--- src/rtl/msg_schedule_pkg.sv ---
// Shared definitions for the SHA-2 message schedule: codec decode, FSM states
// and block/round constants, also used by the hash core.
package msg_schedule_pkg;

    localparam int BLOCK512_WORDS    = 16;
    localparam int BLOCK1024_WORDS   = 16;
    localparam int ROUNDS_SHA256     = 64;
    localparam int ROUNDS_SHA512     = 80;
    localparam int CODEC_TUSER_WIDTH = 128;

    // Multiformats multihash codes carried in tuser[15:0]
    localparam logic [15:0] CODEC_SHA2_256 = 16'h0012;
    localparam logic [15:0] CODEC_SHA2_512 = 16'h0013;
    localparam logic [15:0] CODEC_SHA2_384 = 16'h0020;
    localparam logic [15:0] CODEC_SHA2_224 = 16'h1013;

    typedef enum logic [1:0] {
        SHA_224 = 2'b00,
        SHA_256 = 2'b01,
        SHA_384 = 2'b10,
        SHA_512 = 2'b11
    } sha_type_e;

    typedef enum logic [1:0] {
        ST_IDLE   = 2'b00,
        ST_LOAD   = 2'b01,
        ST_EXPAND = 2'b10
    } state_e;

    function automatic logic [15:0] extract_codec(input logic [CODEC_TUSER_WIDTH-1:0] tuser);
        return 16'(tuser);
    endfunction

    function automatic sha_type_e codec_to_sha_type(input logic [15:0] codec);
        sha_type_e st;
        case (codec)
            CODEC_SHA2_224: st = SHA_224;
            CODEC_SHA2_256: st = SHA_256;
            CODEC_SHA2_384: st = SHA_384;
            CODEC_SHA2_512: st = SHA_512;
            default:        st = SHA_224;
        endcase
        return st;
    endfunction

    function automatic logic [6:0] rounds_for(input sha_type_e st);
        return (st == SHA_384 || st == SHA_512) ? 7'(ROUNDS_SHA512) : 7'(ROUNDS_SHA256);
    endfunction

endpackage

--- src/rtl/msg_schedule_sched_sigma.sv ---
// Small sigma functions of the SHA-2 schedule; 32-bit results are zero-extended.
module sched_sigma (
    input  logic        mode64_i,
    input  logic [63:0] x15_i,
    input  logic [63:0] x2_i,
    output logic [63:0] s0_o,
    output logic [63:0] s1_o
);

    function automatic logic [31:0] rotr32(input logic [31:0] x, input int unsigned n);
        return (x >> n) | (x << (32 - n));
    endfunction

    function automatic logic [63:0] rotr64(input logic [63:0] x, input int unsigned n);
        return (x >> n) | (x << (64 - n));
    endfunction

    // s0 from W[t-15], s1 from W[t-2]
    always_comb begin
        s0_o = 64'd0;
        s1_o = 64'd0;
        if (mode64_i) begin
            s0_o = rotr64(x15_i, 1) ^ rotr64(x15_i, 8) ^ (x15_i >> 7);
            s1_o = rotr64(x2_i, 19) ^ rotr64(x2_i, 61) ^ (x2_i >> 6);
        end else begin
            s0_o = {32'd0, rotr32(x15_i[31:0], 7) ^ rotr32(x15_i[31:0], 18) ^ (x15_i[31:0] >> 3)};
            s1_o = {32'd0, rotr32(x2_i[31:0], 17) ^ rotr32(x2_i[31:0], 19) ^ (x2_i[31:0] >> 10)};
        end
    end

endmodule

--- src/rtl/msg_schedule.sv ---
// SHA-2 message schedule: loads 16 padded words per block over AXI-Stream and
// emits 64 or 80 Wt words, one per output advance.
module msg_schedule
    import msg_schedule_pkg::*;
#(
    parameter int C_S_AXIS_DATA_WIDTH = 64,
    parameter int C_M_AXIS_DATA_WIDTH = 64,
    parameter int C_AXIS_TUSER_WIDTH  = 128
) (
    input  logic                           axis_aclk,
    input  logic                           reset,
    input  logic [C_S_AXIS_DATA_WIDTH-1:0] s_axis_tdata,
    input  logic [C_AXIS_TUSER_WIDTH-1:0]  s_axis_tuser,
    input  logic                           s_axis_tvalid,
    output logic                           s_axis_tready,
    input  logic                           s_axis_tlast,
    output logic [C_M_AXIS_DATA_WIDTH-1:0] m_axis_tdata,
    output logic [C_AXIS_TUSER_WIDTH-1:0]  m_axis_tuser,
    output logic                           m_axis_tvalid,
    input  logic                           m_axis_tready,
    output logic                           m_axis_tlast
);

    state_e                        state_q;
    sha_type_e                     sha_type_q;
    logic [C_AXIS_TUSER_WIDTH-1:0] tuser_q;
    logic [15:0][63:0]             win_q;
    logic [6:0]                    t_q;
    logic                          final_q;
    logic [63:0]                   m_tdata_q;
    logic [C_AXIS_TUSER_WIDTH-1:0] m_tuser_q;
    logic                          m_tvalid_q;
    logic                          m_tlast_q;

    logic        mode64_s;
    logic        adv_s;
    logic        s_hs_s;
    logic        load_last_s;
    logic        last_round_s;
    logic [63:0] s_word_s;
    logic [63:0] in_word_s;
    logic [63:0] s0_s;
    logic [63:0] s1_s;
    logic [63:0] wt_sum_s;
    logic [63:0] wt_d;

    assign mode64_s      = sha_type_q[1];
    assign adv_s         = !m_tvalid_q || m_axis_tready;
    assign s_axis_tready = (state_q == ST_LOAD) && adv_s;
    assign s_hs_s        = s_axis_tready && s_axis_tvalid;
    assign load_last_s   = (t_q == (mode64_s ? 7'(BLOCK1024_WORDS - 1) : 7'(BLOCK512_WORDS - 1)));
    assign last_round_s  = (t_q == rounds_for(sha_type_q) - 7'd1);

    // win_q[15] is W[t-1], win_q[0] is W[t-16]
    sched_sigma u_sigma (
        .mode64_i (mode64_s),
        .x15_i    (win_q[1]),
        .x2_i     (win_q[14]),
        .s0_o     (s0_s),
        .s1_o     (s1_s)
    );

    // Mode-dependent masking of the loaded word and the expanded sum
    always_comb begin
        s_word_s = 64'(s_axis_tdata);
        wt_sum_s = s1_s + win_q[9] + s0_s + win_q[0];
        if (mode64_s) begin
            in_word_s = s_word_s;
            wt_d      = wt_sum_s;
        end else begin
            in_word_s = {32'd0, s_word_s[31:0]};
            wt_d      = {32'd0, wt_sum_s[31:0]};
        end
    end

    // Control FSM, window shift and registered output stage
    always_ff @(posedge axis_aclk) begin
        if (reset) begin
            state_q    <= ST_IDLE;
            sha_type_q <= SHA_224;
            tuser_q    <= '0;
            win_q      <= '0;
            t_q        <= 7'd0;
            final_q    <= 1'b0;
            m_tdata_q  <= 64'd0;
            m_tuser_q  <= '0;
            m_tvalid_q <= 1'b0;
            m_tlast_q  <= 1'b0;
        end else begin
            if (m_tvalid_q && m_axis_tready) begin
                m_tvalid_q <= 1'b0;
            end
            case (state_q)
                ST_IDLE: begin
                    if (s_axis_tvalid) begin
                        tuser_q    <= s_axis_tuser;
                        sha_type_q <= codec_to_sha_type(extract_codec(CODEC_TUSER_WIDTH'(s_axis_tuser)));
                        state_q    <= ST_LOAD;
                    end
                end
                ST_LOAD: begin
                    if (s_hs_s) begin
                        win_q      <= {in_word_s, win_q[15:1]};
                        m_tdata_q  <= in_word_s;
                        m_tuser_q  <= tuser_q;
                        m_tvalid_q <= 1'b1;
                        m_tlast_q  <= 1'b0;
                        t_q        <= t_q + 7'd1;
                        if (s_axis_tlast) begin
                            final_q <= 1'b1;
                        end
                        if (load_last_s) begin
                            state_q <= ST_EXPAND;
                        end
                    end
                end
                ST_EXPAND: begin
                    if (adv_s) begin
                        win_q      <= {wt_d, win_q[15:1]};
                        m_tdata_q  <= wt_d;
                        m_tuser_q  <= tuser_q;
                        m_tvalid_q <= 1'b1;
                        m_tlast_q  <= final_q && last_round_s;
                        if (last_round_s) begin
                            t_q     <= 7'd0;
                            final_q <= 1'b0;
                            state_q <= final_q ? ST_IDLE : ST_LOAD;
                        end else begin
                            t_q <= t_q + 7'd1;
                        end
                    end
                end
                default: state_q <= ST_IDLE;
            endcase
        end
    end

    assign m_axis_tdata  = C_M_AXIS_DATA_WIDTH'(m_tdata_q);
    assign m_axis_tuser  = m_tuser_q;
    assign m_axis_tvalid = m_tvalid_q;
    assign m_axis_tlast  = m_tlast_q;

endmodule

--- config.mk ---
export PLATFORM = sky130hd
export DESIGN_NAME = msg_schedule
export DESIGN_NICKNAME = d
export VERILOG_FILES = /design/src/rtl/msg_schedule_pkg.sv /design/src/rtl/msg_schedule_sched_sigma.sv /design/src/rtl/msg_schedule.sv
export SDC_FILE = /design/constraint.sdc
export NUM_CORES = 2
export LEC_CHECK = 0
export ABC_CLOCK_PERIOD_IN_PS = 6350
export CORE_MARGIN = 3
export CORE_UTILIZATION = 59
export CTS_BUF_LIST = sky130_fd_sc_hd__clkbuf_16
export DETAILED_ROUTE_END_ITERATION = 7
export PLACE_DENSITY = 0.78
export SETUP_SLACK_MARGIN = 0.5
export SYNTH_ARGS = -nofsm -noshare
export SYNTH_HDL_FRONTEND = slang
export SYNTH_SLANG_ARGS = --single-unit
--- constraint.sdc ---
create_clock -name axis_aclk -period 6.35 [get_ports axis_aclk]
set_clock_uncertainty 0.1 [all_clocks]
set_input_delay 1.5875 -clock axis_aclk [delete_from_list [all_inputs] [get_ports axis_aclk]]
set_output_delay 1.5875 -clock axis_aclk [all_outputs]
set_load 0.01 [all_outputs]
After elaboration in Yosys (flattened, before gate mapping)

Cells that the tools add are included.

Add/sub/neg operators: 5
Equal/unequal tests: 15
Multiplexer cells: 38
Bitwise gates (word level): 16
Reductions and logical operators: 13

Operators with widths:

| cell                  | number |
|---|---|
| $mux W1024            | 2 |
| $pmux W1024 S2        | 1 |
| $mux W64              | 6 |
| $mux W128             | 2 |
| $pmux W128 S2         | 1 |
| $add A64 B64 Y64      | 3 |
| $pmux W64 S2          | 1 |
| $xor A64 B64 Y64      | 2 |
| $or A3 B64 Y64        | 1 |
| $or A45 B64 Y64       | 1 |
| $or A56 B64 Y64       | 1 |
| $or A63 B64 Y64       | 1 |
| $xor A32 B32 Y32      | 2 |
| $xor A64 B57 Y64      | 1 |
| $xor A64 B58 Y64      | 1 |
| $eq A16 B5 Y1 const B | 2 |
| $or A13 B32 Y32       | 1 |
| $or A14 B32 Y32       | 1 |
| $or A15 B32 Y32       | 1 |
| $or A25 B32 Y32       | 1 |
| $xor A32 B22 Y32      | 1 |
| $xor A32 B29 Y32      | 1 |
| $mux W7               | 3 |
| $eq A16 B6 Y1 const B | 1 |
| 21 further kinds      | 49 |

Flip-flop bits (word level): 1,358
Input bits: 197
Output and inout bits: 195
Word-level logic and storage cells: 112

Longest topological paths before layout

Word-level depth: 10
Depth in mapped cells: 23
Depth with buffers taken out: 21

Modules after synthesis

From an unflattened synthesis, not the netlist that was laid out.

Cells, all modules: 7,326
Area, all modules: 57,134.8 sq um

By module, submodules not included:

| module       | times used | cells each | area an instance (sq um) | sequential area each (sq um) |
|---|---|---|---|---|
| msg_schedule | 1          | 6,794      | 52,708.1                 | 25,884.8 |
| sched_sigma  | 1          | 532        | 4,426.7                  | 0.0 |

Least setup slack after synthesis

OpenSTA, ideal clock, no wires.

Path type: register to register
Start point: register sha_type_q[1]
End point: register win_q[1017] (netlist name)
Library setup time: 0.062 ns
Arrival time: 5.082 ns
Required time: 6.188 ns
Slack: 1.106 ns
Stages on the path, launching flop included: 23
Buffers on the path: 3
Clock period less this slack: 5.244 ns
Path through: dfxtp_1 -> clkbuf_1 -> clkbuf_1 -> clkbuf_1 -> nand2_1 -> o21ai_0 -> xnor2_1 -> fa_1 -> fa_1 -> inv_1 -> ha_1 -> inv_1 -> fa_1 -> nor2b_1 -> o31ai_2 -> a31oi_2 -> a221o_2 -> a41oi_4 -> o31a_4 -> o21ai_4 -> a31oi_4 -> or4_1 -> nand3_1

Longest elaborated chain between the ends: 7
Elaborated cells on any way between the ends: 10
Those cells by class: add/sub (3); mux (7)

Ends and longest elaborated chain:

| what                          | RTL line                       | RTL |
|---|---|---|
| start, declared               | msg_schedule.sv:25             | `sha_type_e sha_type_q;` |
| start signal, assigned        | msg_schedule.sv:97             | `sha_type_q <= codec_to_sha_type(extract_codec(CODEC_TUSER_WIDTH'(s_axis_tuser)));` |
| $mux W64                      | msg_schedule_sched_sigma.sv:22 | `if (mode64_i) begin` |
| $add A64 B64 Y64 (3 in a row) | msg_schedule.sv:66             | `wt_sum_s = s1_s + win_q[9] + s0_s + win_q[0];` |
| $mux W64                      | msg_schedule.sv:67             | `if (mode64_s) begin` |
| $mux W1024                    | msg_schedule.sv:118            | `if (adv_s) begin` |
| $pmux W1024 S2 *              | msg_schedule.sv:93             | `case (state_q)` |
| end signal, assigned          | msg_schedule.sv:103            | `win_q <= {in_word_s, win_q[15:1]};` |
| end signal, assigned          | msg_schedule.sv:119            | `win_q <= {wt_d, win_q[15:1]};` |
| end, declared                 | msg_schedule.sv:27             | `logic [15:0][63:0] win_q;` |

Mark *: on every way between the ends. The rest lies on a longest branch, timed or not. The select of a mux whose other input is x is not followed.
A chain may end at the register's enable or synchronous reset.

Worst setup path in the final report

Start point: register win_q[73] (netlist name)
End point: register win_q[1011] (netlist name)

Longest elaborated chain between the ends: 9
Elaborated cells on any way between the ends: 14
Those cells by class: add/sub (2); mux (4); bitwise (8)

Ends and longest elaborated chain:

| what                                                        | RTL line                                                       | RTL |
|---|---|---|
| $or A56 B64 Y64, or another cell as far along               | msg_schedule_sched_sigma.sv:15                                 | `return (x >> n) \| (x << (64 - n));` |
| $xor A64 B64 Y64 / $xor A32 B32 Y32 (equally long branches) | msg_schedule_sched_sigma.sv:23, msg_schedule_sched_sigma.sv:26 |  |
| $xor A64 B57 Y64 / $xor A32 B29 Y32 (equally long branches) | msg_schedule_sched_sigma.sv:23, msg_schedule_sched_sigma.sv:26 |  |
| $mux W64 *                                                  | msg_schedule_sched_sigma.sv:22                                 |  |
| $add A64 B64 Y64 * (2 in a row)                             | msg_schedule.sv:66                                             |  |
| $mux W64 *                                                  | msg_schedule.sv:67                                             |  |
| $mux W1024 *                                                | msg_schedule.sv:118                                            |  |
| $pmux W1024 S2 *                                            | msg_schedule.sv:93                                             |  |

Marked as above.

==> metrics <==
Seq cells post-synth 1,293; Async SR Flop Fraction 0; Lkg Pwr 22.0 nW; syn nets 7,684; max-capacitance violation count 0; grt ovf 0; synth top area cells dfxtp_1, nand2_1, a21oi_1; NumNets Final 7,620; RSZ-0062 raised after global routing false; final setup violation count 0; Worst Path Required 6840 ps; vias in the first global route 43.7k; Final Util 0.683; CP Capture Type register; port bufs 391; IO Count between 300 and 400; DR iter-0 viols 4,391; All-Layer GR Usage 0.314; Worst VDD drop between 0.0003 and 0.0004 V; CORE AREA ~94,000 sq um; final worst-path cycle share 0.882; fillers 7,756; Skew-Pair Late Insertion Delay 750 ps; clock buffer count from CTS 132; DP HPWL 111,000 microns; drt total wl 161,000 microns; area taken by multi-input logic gates ~27,000 sq um; Reg clk slew, reported paths ~60 ps; CTS tree built; Clock Tree Root clkbuf_16; DR vias 47.2k; Worst Slack Setup Final between 700 and 800 ps; FF+latch area 25,900 sq um; status finished clean; CP Max Fanout 7; cts hold-fix bufs 0; Int Power 13.6 mW; PD cells 312 nW/um^2; Sink Count 1,293; Avg WL per Cell approximately 19 microns; fmax 0.179 GHz; drt drc 0; setup TNS 0 ps; sequential element share of the synthesized area 0.460; GPL Wtd Cong approximately 0.96; Die Area 99,100 sq um; clock power share 0.374; met1 wire length 64,400 microns; critical path data arrival time slightly above 6000 ps; min-delay worst type register to register; ys flop type dfxtp_1; worst rel slew slack 0.238; Synth warnings 0; combinational power share 0.194; FF-to-FF setup slack between 700 and 800 ps; Reg power frac 0.432; Startpoint Class register; initial antenna violation count 8; H-Tree Depth 4; largest net degree at the start of global routing between 200 and 250; Syn Inst Count 7,293; met2 WL 78,400 microns; Synth Cell Area around 56,000 sq um; die width 315 microns; die height 315 microns; commonest non-fill, non-tap cells in the layout nand2_1, a21oi_1, dfxtp_1, clkdlybuf4s50_1, xnor2_1; max layer used met5; site row count about 110; first-pass GRT wire length 245,000 microns; DR pass1 iterations 6; Post-synth EDFFs 0; Tmin final 5600 ps; worst slack, placed 704 ps; critical path class register to register; Final Hold Violating Endpoints 0; Syn Area/Cell 7.72 sq um; Slew @ Worst Pin 1140 ps; most common cell after layout, fill and taps aside nand2_1; DR vias/cell 5.50; switching power 6.43 mW; P&R area growth vs syn 13.9%; synth unique cells 72; Initial Utilization 0.599; dominant cell type by area after synthesis dfxtp_1; CTS max path bufs 3; Slew Viols, Final 0; layout cell share with drive strength beyond 1 0.0400; switch share 0.322; Routed Antenna Nets 0; met3 wire len 10,400 microns; Yosys top cell area share 0.460
## critical path, cell delays in order (launching register included)
cell,delay (ps)
dfxtp_1,540
xor2_1,190
nand2_1,60
o21ai_0,140
xnor2_1,180
fa_1,470
fa_1,550
inv_1,50
ha_1,220
inv_1,70
fa_1,210
nor2b_1,80
o31ai_2,390
a2111oi_1,150
buf_4,180
or4_1,550
o211a_1,310
o211ai_1,310
nand2_1,150
xor2_1,180
a221oi_1,260
nor3_1,80
## worst paths after layout
path | from | cells past startpoint | endpoint
hold reg to reg | win_q[795] | 2 | win_q[731]
hold / removal | win_q[795] | 2 | win_q[731]
setup / recovery | win_q[73] | 21 | win_q[1011]
setup reg to reg | win_q[73] | 21 | win_q[1011]
## power groups by stage
stage          Sequential, mW  Clock, mW  Combinational [mW]
3_3_place_gp             8.79          0                3.86
4_1_cts                  8.62       7.62                3.88
6_report                 8.62       7.48                3.88
3_5_place_dp             8.80          0                3.87
5_1_grt                  8.65       7.93                4.22
2_1_floorplan            8.73          0                2.72
## cells in the mapped netlist, types with 2 or more instances
library cell / count
a21o_1: 33
buf_1: 33
o221a_2: 2
a211o_1: 2
buf_4: 65
a21boi_0: 4
nand2b_1: 10
clkbuf_1: 577
o21ai_1: 3
and2_1: 20
o22ai_1: 29
o21ai_0: 72
nor2_1: 132
nor4_1: 9
a211oi_1: 36
and3_1: 3
o21a_1: 15
nand3_1: 16
o2111ai_1: 2
ha_1: 68
a221oi_1: 4
nand4_1: 21
inv_1: 251
o211ai_1: 4
xor2_1: 88
o221ai_1: 5
fa_1: 126
or4_1: 3
or3_1: 5
nand2_1: 2592
a21oi_1: 1343
nor2b_1: 7
a22oi_1: 21
a222oi_1: 4
a31oi_1: 9
nor3_1: 16
buf_2: 4
o31ai_1: 3
nor4b_1: 2
dfxtp_1: 1293
o21bai_1: 11
and4_1: 6
mux2i_1: 20
xnor2_1: 296
## per-stage QoR
stage	power, mW	instances	hold WS (ps)	area, sq um
2_1_floorplan	11.5	7293	332	56300
3_3_place_gp	12.6	8348	336	59900
3_5_place_dp	12.7	8348	341	59900
4_1_cts	20.1	8585	332	64100
5_1_grt	20.8	8586	357	64100
6_report	20.0	8590	336	64100
## repair_timing
| item | in CTS | in global routing |
|---|---|---|
| setup endpoints to repair | 0 | 5 |
| gates resized for setup | 0 | 4 |
| setup buffers | 0 | 1 |
## per-layer routing
layer,track usage,vias to the layer above
met3,0.0637,371
met5,0,-
met2,0.527,1299
met4,0.153,6
met1,0.386,22400
li1,-,23100
## final cells by class
cell class / count / area share
Multi-Input combinational cell: 5069 / 0.416
Clock inverter: 103 / 0.0130
Clock buffer: 134 / 0.0523
Timing Repair Buffer: 481 / 0.0755
Tap cell: 1254 / 0.0245
Sequential cell: 1293 / 0.404
Inverter: 252 / 0.0147
Antenna cell: 4 / 0.000156
## state kept, by name, summed over array words and instances (netlist names)
name	cells
win_q	1024
m_axis_tlast	1
t_q	7
sha_type_q	1
tuser_q	128
m_axis_tuser	128
final_q	1
state_q	2
m_axis_tvalid	1
## kinds of logic after synthesis
family,synth area share
adder cells (fa/ha/maj),0.0599
buffers and inverters,0.0665
XOR/XNOR,0.0598
AO/OA/AOI/OAI,0.155
multiplexers,0.00356
AND/OR/NAND/NOR,0.195
flip-flops,0.460
No activity file was read; power rests on OpenSTA's default activity.
